`src/rtl/soc_or1k_jtag_pkg.sv`:
```
// Shared types and constants for the OR1K JTAG TAP controller.
package soc_or1k_jtag_pkg;

    // 16-state IEEE 1149.1 TAP controller state encoding.
    typedef enum logic [3:0] {
        ST_TLR     = 4'h0,
        ST_RTI     = 4'h1,
        ST_SELDR   = 4'h2,
        ST_CAPDR   = 4'h3,
        ST_SHIFTDR = 4'h4,
        ST_EXIT1DR = 4'h5,
        ST_PAUSEDR = 4'h6,
        ST_EXIT2DR = 4'h7,
        ST_UPDDR   = 4'h8,
        ST_SELIR   = 4'h9,
        ST_CAPIR   = 4'hA,
        ST_SHIFTIR = 4'hB,
        ST_EXIT1IR = 4'hC,
        ST_PAUSEIR = 4'hD,
        ST_EXIT2IR = 4'hE,
        ST_UPDIR   = 4'hF
    } tap_state_e;

    localparam int IR_LENGTH_DEF = 4;

    // Instruction opcodes; anything not decoded below behaves as BYPASS.
    localparam logic [3:0] INSN_EXTEST         = 4'b0000;
    localparam logic [3:0] INSN_SAMPLE_PRELOAD = 4'b0001;
    localparam logic [3:0] INSN_IDCODE         = 4'b0010;
    localparam logic [3:0] INSN_DEBUG          = 4'b1000;
    localparam logic [3:0] INSN_MBIST          = 4'b1001;
    localparam logic [3:0] INSN_BYPASS         = 4'b1111;

    // Pattern loaded into the IR shift register in CAPTURE_IR (bit0=1, bit1=0).
    localparam logic [3:0] IR_CAPTURE = 4'b0101;

endpackage

```
`src/rtl/soc_or1k_jtag_tap_fsm.sv`:
```
// TAP state machine: state register, next-state decode from TMS and
// combinational state-decode strobes for the debug interface.
module soc_or1k_jtag_tap_fsm
    import soc_or1k_jtag_pkg::*;
(
    input  logic       tck_i,
    input  logic       rst_n_i,
    input  logic       tms_i,
    output tap_state_e state_o,
    output tap_state_e state_next_o,
    output logic       test_logic_reset_o,
    output logic       run_test_idle_o,
    output logic       shift_dr_o,
    output logic       pause_dr_o,
    output logic       update_dr_o,
    output logic       capture_dr_o
);

    tap_state_e state_q;
    tap_state_e state_d;

    // State register, forced to TEST_LOGIC_RESET by trst.
    always_ff @(posedge tck_i or negedge rst_n_i) begin
        if (!rst_n_i) begin
            state_q <= ST_TLR;
        end else begin
            state_q <= state_d;
        end
    end

    // Next-state decode following the standard TAP state diagram.
    always_comb begin
        state_d = state_q;
        case (state_q)
            ST_TLR:     state_d = tms_i ? ST_TLR     : ST_RTI;
            ST_RTI:     state_d = tms_i ? ST_SELDR   : ST_RTI;
            ST_SELDR:   state_d = tms_i ? ST_SELIR   : ST_CAPDR;
            ST_CAPDR:   state_d = tms_i ? ST_EXIT1DR : ST_SHIFTDR;
            ST_SHIFTDR: state_d = tms_i ? ST_EXIT1DR : ST_SHIFTDR;
            ST_EXIT1DR: state_d = tms_i ? ST_UPDDR   : ST_PAUSEDR;
            ST_PAUSEDR: state_d = tms_i ? ST_EXIT2DR : ST_PAUSEDR;
            ST_EXIT2DR: state_d = tms_i ? ST_UPDDR   : ST_SHIFTDR;
            ST_UPDDR:   state_d = tms_i ? ST_SELDR   : ST_RTI;
            ST_SELIR:   state_d = tms_i ? ST_TLR     : ST_CAPIR;
            ST_CAPIR:   state_d = tms_i ? ST_EXIT1IR : ST_SHIFTIR;
            ST_SHIFTIR: state_d = tms_i ? ST_EXIT1IR : ST_SHIFTIR;
            ST_EXIT1IR: state_d = tms_i ? ST_UPDIR   : ST_PAUSEIR;
            ST_PAUSEIR: state_d = tms_i ? ST_EXIT2IR : ST_PAUSEIR;
            ST_EXIT2IR: state_d = tms_i ? ST_UPDIR   : ST_SHIFTIR;
            ST_UPDIR:   state_d = tms_i ? ST_SELDR   : ST_RTI;
            default:    state_d = ST_TLR;
        endcase
    end

    assign state_o            = state_q;
    assign state_next_o       = state_d;
    assign test_logic_reset_o = (state_q == ST_TLR);
    assign run_test_idle_o    = (state_q == ST_RTI);
    assign shift_dr_o         = (state_q == ST_SHIFTDR);
    assign pause_dr_o         = (state_q == ST_PAUSEDR);
    assign update_dr_o        = (state_q == ST_UPDDR);
    assign capture_dr_o       = (state_q == ST_CAPDR);

endmodule

```
`src/rtl/soc_or1k_jtag_tap.sv`:
```
// OR1K JTAG TAP controller: instruction register, IDCODE and BYPASS data
// registers and the falling-edge tdo mux. The debug unit owns its own DR.
module soc_or1k_jtag_tap
    import soc_or1k_jtag_pkg::*;
#(
    parameter int          IR_LENGTH    = IR_LENGTH_DEF,
    parameter logic [31:0] IDCODE_VALUE = 32'h149511C3
) (
    input  logic tck_pad_i,
    input  logic trstn_pad_i,
    input  logic tms_pad_i,
    input  logic tdi_pad_i,
    output logic tdo_pad_o,
    output logic tdo_padoe_o,
    output logic test_logic_reset_o,
    output logic run_test_idle_o,
    output logic shift_dr_o,
    output logic pause_dr_o,
    output logic update_dr_o,
    output logic capture_dr_o,
    output logic debug_select_o,
    output logic tdi_o,
    input  logic debug_tdo_i
);

    localparam logic [IR_LENGTH-1:0] IR_CAP    = IR_LENGTH'(IR_CAPTURE);
    localparam logic [IR_LENGTH-1:0] IR_IDCODE = IR_LENGTH'(INSN_IDCODE);
    localparam logic [IR_LENGTH-1:0] IR_DEBUG  = IR_LENGTH'(INSN_DEBUG);

    tap_state_e state_s;
    tap_state_e state_next_s;
    logic       srst_s;

    logic [IR_LENGTH-1:0] ir_sh_q, ir_sh_d;
    logic [IR_LENGTH-1:0] ir_q, ir_d;
    logic                 debug_select_q, debug_select_d;
    logic [31:0]          idcode_q, idcode_d;
    logic                 bypass_q, bypass_d;
    logic                 tdo_q, tdo_d;
    logic                 tdo_oe_q, tdo_oe_d;

    soc_or1k_jtag_tap_fsm u_fsm (
        .tck_i              (tck_pad_i),
        .rst_n_i            (trstn_pad_i),
        .tms_i              (tms_pad_i),
        .state_o            (state_s),
        .state_next_o       (state_next_s),
        .test_logic_reset_o (test_logic_reset_o),
        .run_test_idle_o    (run_test_idle_o),
        .shift_dr_o         (shift_dr_o),
        .pause_dr_o         (pause_dr_o),
        .update_dr_o        (update_dr_o),
        .capture_dr_o       (capture_dr_o)
    );

    // Entering (or staying in) TEST_LOGIC_RESET clears the registers on the
    // same edge, so IR already reads IDCODE once the FSM sits in TLR.
    assign srst_s = (state_next_s == ST_TLR);

    // Rising-edge register updates: IR capture/shift/update and DR capture/shift.
    always_comb begin
        ir_sh_d        = ir_sh_q;
        ir_d           = ir_q;
        debug_select_d = debug_select_q;
        idcode_d       = idcode_q;
        bypass_d       = bypass_q;
        if (srst_s) begin
            ir_sh_d        = '0;
            ir_d           = IR_IDCODE;
            debug_select_d = 1'b0;
            idcode_d       = 32'h0000_0000;
            bypass_d       = 1'b0;
        end else begin
            case (state_s)
                ST_CAPIR: begin
                    ir_sh_d = IR_CAP;
                end
                ST_SHIFTIR: begin
                    ir_sh_d = {tdi_pad_i, ir_sh_q[IR_LENGTH-1:1]};
                end
                ST_UPDIR: begin
                    ir_d           = ir_sh_q;
                    debug_select_d = (ir_sh_q == IR_DEBUG);
                end
                ST_CAPDR: begin
                    bypass_d = 1'b0;
                    if (ir_q == IR_IDCODE) begin
                        idcode_d = IDCODE_VALUE;
                    end else begin
                        idcode_d = idcode_q;
                    end
                end
                ST_SHIFTDR: begin
                    bypass_d = tdi_pad_i;
                    if (ir_q == IR_IDCODE) begin
                        idcode_d = {tdi_pad_i, idcode_q[31:1]};
                    end else begin
                        idcode_d = idcode_q;
                    end
                end
                default: begin
                    ir_sh_d = ir_sh_q;
                end
            endcase
        end
    end

    // Rising-edge state for IR and data registers, cleared asynchronously by trst.
    always_ff @(posedge tck_pad_i or negedge trstn_pad_i) begin
        if (!trstn_pad_i) begin
            ir_sh_q        <= '0;
            ir_q           <= IR_IDCODE;
            debug_select_q <= 1'b0;
            idcode_q       <= 32'h0000_0000;
            bypass_q       <= 1'b0;
        end else begin
            ir_sh_q        <= ir_sh_d;
            ir_q           <= ir_d;
            debug_select_q <= debug_select_d;
            idcode_q       <= idcode_d;
            bypass_q       <= bypass_d;
        end
    end

    // tdo source select; outside the shift states tdo holds its last value.
    always_comb begin
        tdo_d    = tdo_q;
        tdo_oe_d = (state_s == ST_SHIFTIR) || (state_s == ST_SHIFTDR);
        case (state_s)
            ST_TLR: begin
                tdo_d = 1'b0;
            end
            ST_SHIFTIR: begin
                tdo_d = ir_sh_q[0];
            end
            ST_SHIFTDR: begin
                if (ir_q == IR_IDCODE) begin
                    tdo_d = idcode_q[0];
                end else if (ir_q == IR_DEBUG) begin
                    tdo_d = debug_tdo_i;
                end else begin
                    tdo_d = bypass_q;
                end
            end
            default: begin
                tdo_d = tdo_q;
            end
        endcase
    end

    // Falling-edge tdo and output-enable registers.
    always_ff @(negedge tck_pad_i or negedge trstn_pad_i) begin
        if (!trstn_pad_i) begin
            tdo_q    <= 1'b0;
            tdo_oe_q <= 1'b0;
        end else begin
            tdo_q    <= tdo_d;
            tdo_oe_q <= tdo_oe_d;
        end
    end

    assign tdo_pad_o      = tdo_q;
    assign tdo_padoe_o    = tdo_oe_q;
    assign debug_select_o = debug_select_q;
    assign tdi_o          = tdi_pad_i;

endmodule

```
`config.mk`:
```
export PLATFORM = sky130hd
export DESIGN_NAME = soc_or1k_jtag_tap
export DESIGN_NICKNAME = d
export VERILOG_FILES = /design/src/rtl/soc_or1k_jtag_pkg.sv /design/src/rtl/soc_or1k_jtag_tap_fsm.sv /design/src/rtl/soc_or1k_jtag_tap.sv
export SDC_FILE = /design/constraint.sdc
export NUM_CORES = 1
export LEC_CHECK = 0
export ABC_CLOCK_PERIOD_IN_PS = 1600
export BUFFER_PORTS_ARGS = -buffer_cell sky130_fd_sc_hd__buf_2
export CORE_MARGIN = 3
export CORE_UTILIZATION = 53
export CTS_CLUSTER_DIAMETER = 50
export DETAILED_ROUTE_END_ITERATION = 16
export GPL_TIMING_DRIVEN = 0
export PLACE_DENSITY = 0.74
export SYNTH_ARGS = -nofsm -noshare
export SYNTH_HDL_FRONTEND = slang
export SYNTH_SLANG_ARGS = --single-unit
```
`constraint.sdc`:
```
create_clock -name tck_pad_i -period 1.6 [get_ports tck_pad_i]
set_input_delay 0.24 -clock tck_pad_i [delete_from_list [all_inputs] [get_ports tck_pad_i]]
set_output_delay 0.24 -clock tck_pad_i [all_outputs]
set_load 0.01 [all_outputs]
```
==> flow_metrics.py <==
metrics = {
    "power": {
        "leakage_nw": 1.44,
        "power_density_nw_per_um2": 2310,
        "irDropWorstVdd_v": 0.00146,
    },
    "global_routing": {
        "grt_max_degree": 49,
        "grt_pass1_vias": 1918,
        "antenna_found_initial": 0,
        "grt_overflow": 0,
        "grt_pass1_wl_um": 9050,
        "track_usage_pct": 22.6,
    },
    "timing": {
        "tightest_slew_ps": 648,
        "timing.slew.headroom_pct": 56.8,
        "setup_slack_ps": -780,
        "drv_slew": 0,
        "finalHoldViolations": 45,
        "rsz0062_at_grt": "true",
        "setup_viol": 42,
        "finClkSkew_ps": 2.89,
        "worst_hold_slack_ps": -24.3,
    },
    "floorplan": {
        "top_level_ports": 15,
        "die_h_um": 70.8,
        "num_rows": 22,
        "start_util_pct": 57.8,
        "core_um2": 3850,
        "dieArea_um2": 5020,
        "chipWidth_um": 70.8,
    },
    "clocking": {
        "cts.sinks": 48,
        "cts_max_path_buffers": 2,
        "cts_max_level": 2,
        "clock-root-buffer": "clkbuf_8",
        "clk_latency_ps": 300,
        "cts_hold_buf": 0,
        "cts_tree": "done",
        "clk_pin_slew_worst_paths_ps": 80,
        "numCtsBuffers": 5,
    },
    "detailed_routing": {
        "antenna_left": 0,
        "firstDrtPassIters": 4,
        "wire_per_inst_um": 20.3,
        "drt_iter0_drc": 152,
        "vias": 1830,
        "viasPerCell": 6.47,
        "totalWireLength_um": 5750,
        "drc": 0,
    },
    "setup_path": {
        "worst-path-max-fanout": 2,
        "slowest_delay_ps": 530,
        "critical_path.top_delay_family": "flip-flops",
        "setup.worst_path.end_class": "flop",
        "cp.required_ps": 940,
        "start_kind": "flop",
        "path_class": "flop to flop",
        "arrival_ps": 1720,
        "crit_chain": "or4b_4, o221a_4, o21ai_2, a22oi_1",
        "critPathBufInv": 0,
        "worst_path_max_delay_cell": "dfstp_2",
    },
    "logic_synthesis": {
        "synth_seq_cells": 48,
        "syn_nets": 198,
        "async_flop_share_pct": 100,
        "synth_compound_area_share_pct": 24.3,
        "yosys.area_share.simple_pct": 13.6,
        "muxShareOfSynthArea_pct": 1.35,
        "netlist_top_cells_area": "dfrtp_1, a32o_2, o221a_2, buf_2, a21oi_1",
        "synth_ff_type": "dfrtp_1",
        "syn-mean-instance-area_um2": 11.5,
        "yosysTopAreaCellShare_pct": 50.5,
        "synthTopCellsByCount": "dfrtp_1, a32o_2, nor2_1, o221a_2, buf_2",
        "synth_warnings": 0,
        "synth-seq-area-share_pct": 54.0,
        "synth_area_um2": 2230,
        "synthAdderAreaFrac_pct": 0,
        "synth_cells": 193,
        "synth_area_leader_cell": "dfrtp_1",
        "synth.most_common_cell": "dfrtp_1",
        "yosysUniqueCellTypes": 40,
        "synth-edff-count": 0,
        "synth_xor_xnor_area_share_pct": 0.786,
        "synth_top_family_by_area": "compound AO/OA/AOI/OAI gates",
    },
    "place": {
        "gp_congestion": 0.826,
        "numPortBuffers": 13,
        "dp.cells": 254,
        "dpl.hpwl_um": 3070,
        "dpl-instance-area_um2": 2390,
    },
    "outcome": {
        "outcome": "finished, violations left",
        "failed_checks": "negative hold slack, negative setup slack",
    },
    "finish": {
        "final_area_um2": 2940,
        "syn2layout_area_growth_pct": 31.8,
        "layout.area.seq_um2": 1210,
        "nets": 239,
        "layoutNonFillerInstCount": 283,
        "fill_cells": 230,
        "drive_above_1_share_pct": 51.9,
        "antenna_cells": 0,
        "multiInputGateArea_um2": 1010,
    },
    "min_path": {
        "hp-class": "input pin to async pin",
    },
    "flow_run": {
        "max_cap_violations": 0,
    },
}
==> metal layers <==
layer | track usage (%) | share of wire [%] | wire [um] | up-vias
li1 | - | - | - | 817
met1 | 27.0 | 41 | 2330 | 926
met2 | 38.5 | 52 | 3010 | 68
met3 | 4.40 | 4.3 | 248 | 19
met4 | 11.9 | 2.7 | 155 | 0
met5 | 0 | 0 | 0 | -
==> state kept, by name, summed over array words and instances (netlist names) <==
| name | flops |
|---|---|
| tdo_padoe_o | 1 |
| bypass_q | 1 |
| tdo_pad_o | 1 |
| ir_q | 4 |
| ir_sh_q | 4 |
| idcode_q | 32 |
| debug_select_o | 1 |
| u_fsm.state_o | 4 |
==> power breakdown <==
part	switching, mW	internal, mW	leakage, nW
Sequential	0.350	1.71	0.626
Clock	0.400	0.551	0.0645
Combinational	1.76	2.02	0.746
==> final timing paths <==
kind,cells past startpoint,slack (ps),to,startpoint
worst max-delay path,4,-780,tdo_pad_o,ir_q[1]
worst min-delay path,1,-20,idcode_q[7],trstn_pad_i
worst max register to register,4,-780,tdo_pad_o,ir_q[1]
worst min register to register,1,500,idcode_q[24],idcode_q[25]
max in group asynchronous,1,480,tdo_pad_o,trstn_pad_i
min in group tck_pad_i,2,240,idcode_q[31],tdi_pad_i
==> area by class of cell <==
cell class                 count  share of cell area (%)
clock buffer                   7                    3.28
inverter                       5                   0.639
buffer                        18                    6.35
clock inverter                 1                    1.02
sequential                    48                    41.1
tap                           48                    2.04
timing repair buffer          38                    11.2
multi-input combinational    118                    34.5
==> kinds of logic after synthesis <==
group | after synthesis
DFF | 48
muxes | 3
AOI/OAI and AO/OA | 59
buffers and inverters | 27
and+or+nand+nor | 54
xor gates and xnor gates | 2
==> repair_timing <==
action | CTS | global route
endpoints found under the setup margin | 52 | 53
setup buffers | 19 | 6
pin swaps | 7 | 3
cloned | 3 | 0
resized for setup | 56 | 22
==> cell usage in the layout (no fill, tap or decap), types with 3 or more instances in the layout <==
master and count:
buf_6 21, nand3_1 5, dfrtp_2 3, nor2_1 12
buf_4 12, nor3_1 4, a32o_2 20, a21oi_1 10
mux2i_1 3, o211ai_1 3, buf_8 7, buf_2 15
dfrtp_1 42, clkbuf_8 7, inv_1 4, nand2_1 7
o221a_2 12
==> through the flow <==
step | setup WS, ps | total power, mW | util [%] | setup TNS [ps]
global route | -815 | 7.17 | 76.2 | -22730
CTS | -766 | 6.46 | 74.4 | -23060
finish | -780 | 6.79 | 76.2 | -20950
global placement | -841 | 4.34 | 62.0 | -7880
floorplan | -756 | 3.89 | - | -4290
detailed placement | -860 | 4.46 | 62.0 | -8500
Note: power is estimated with default switching activity, not from simulation.
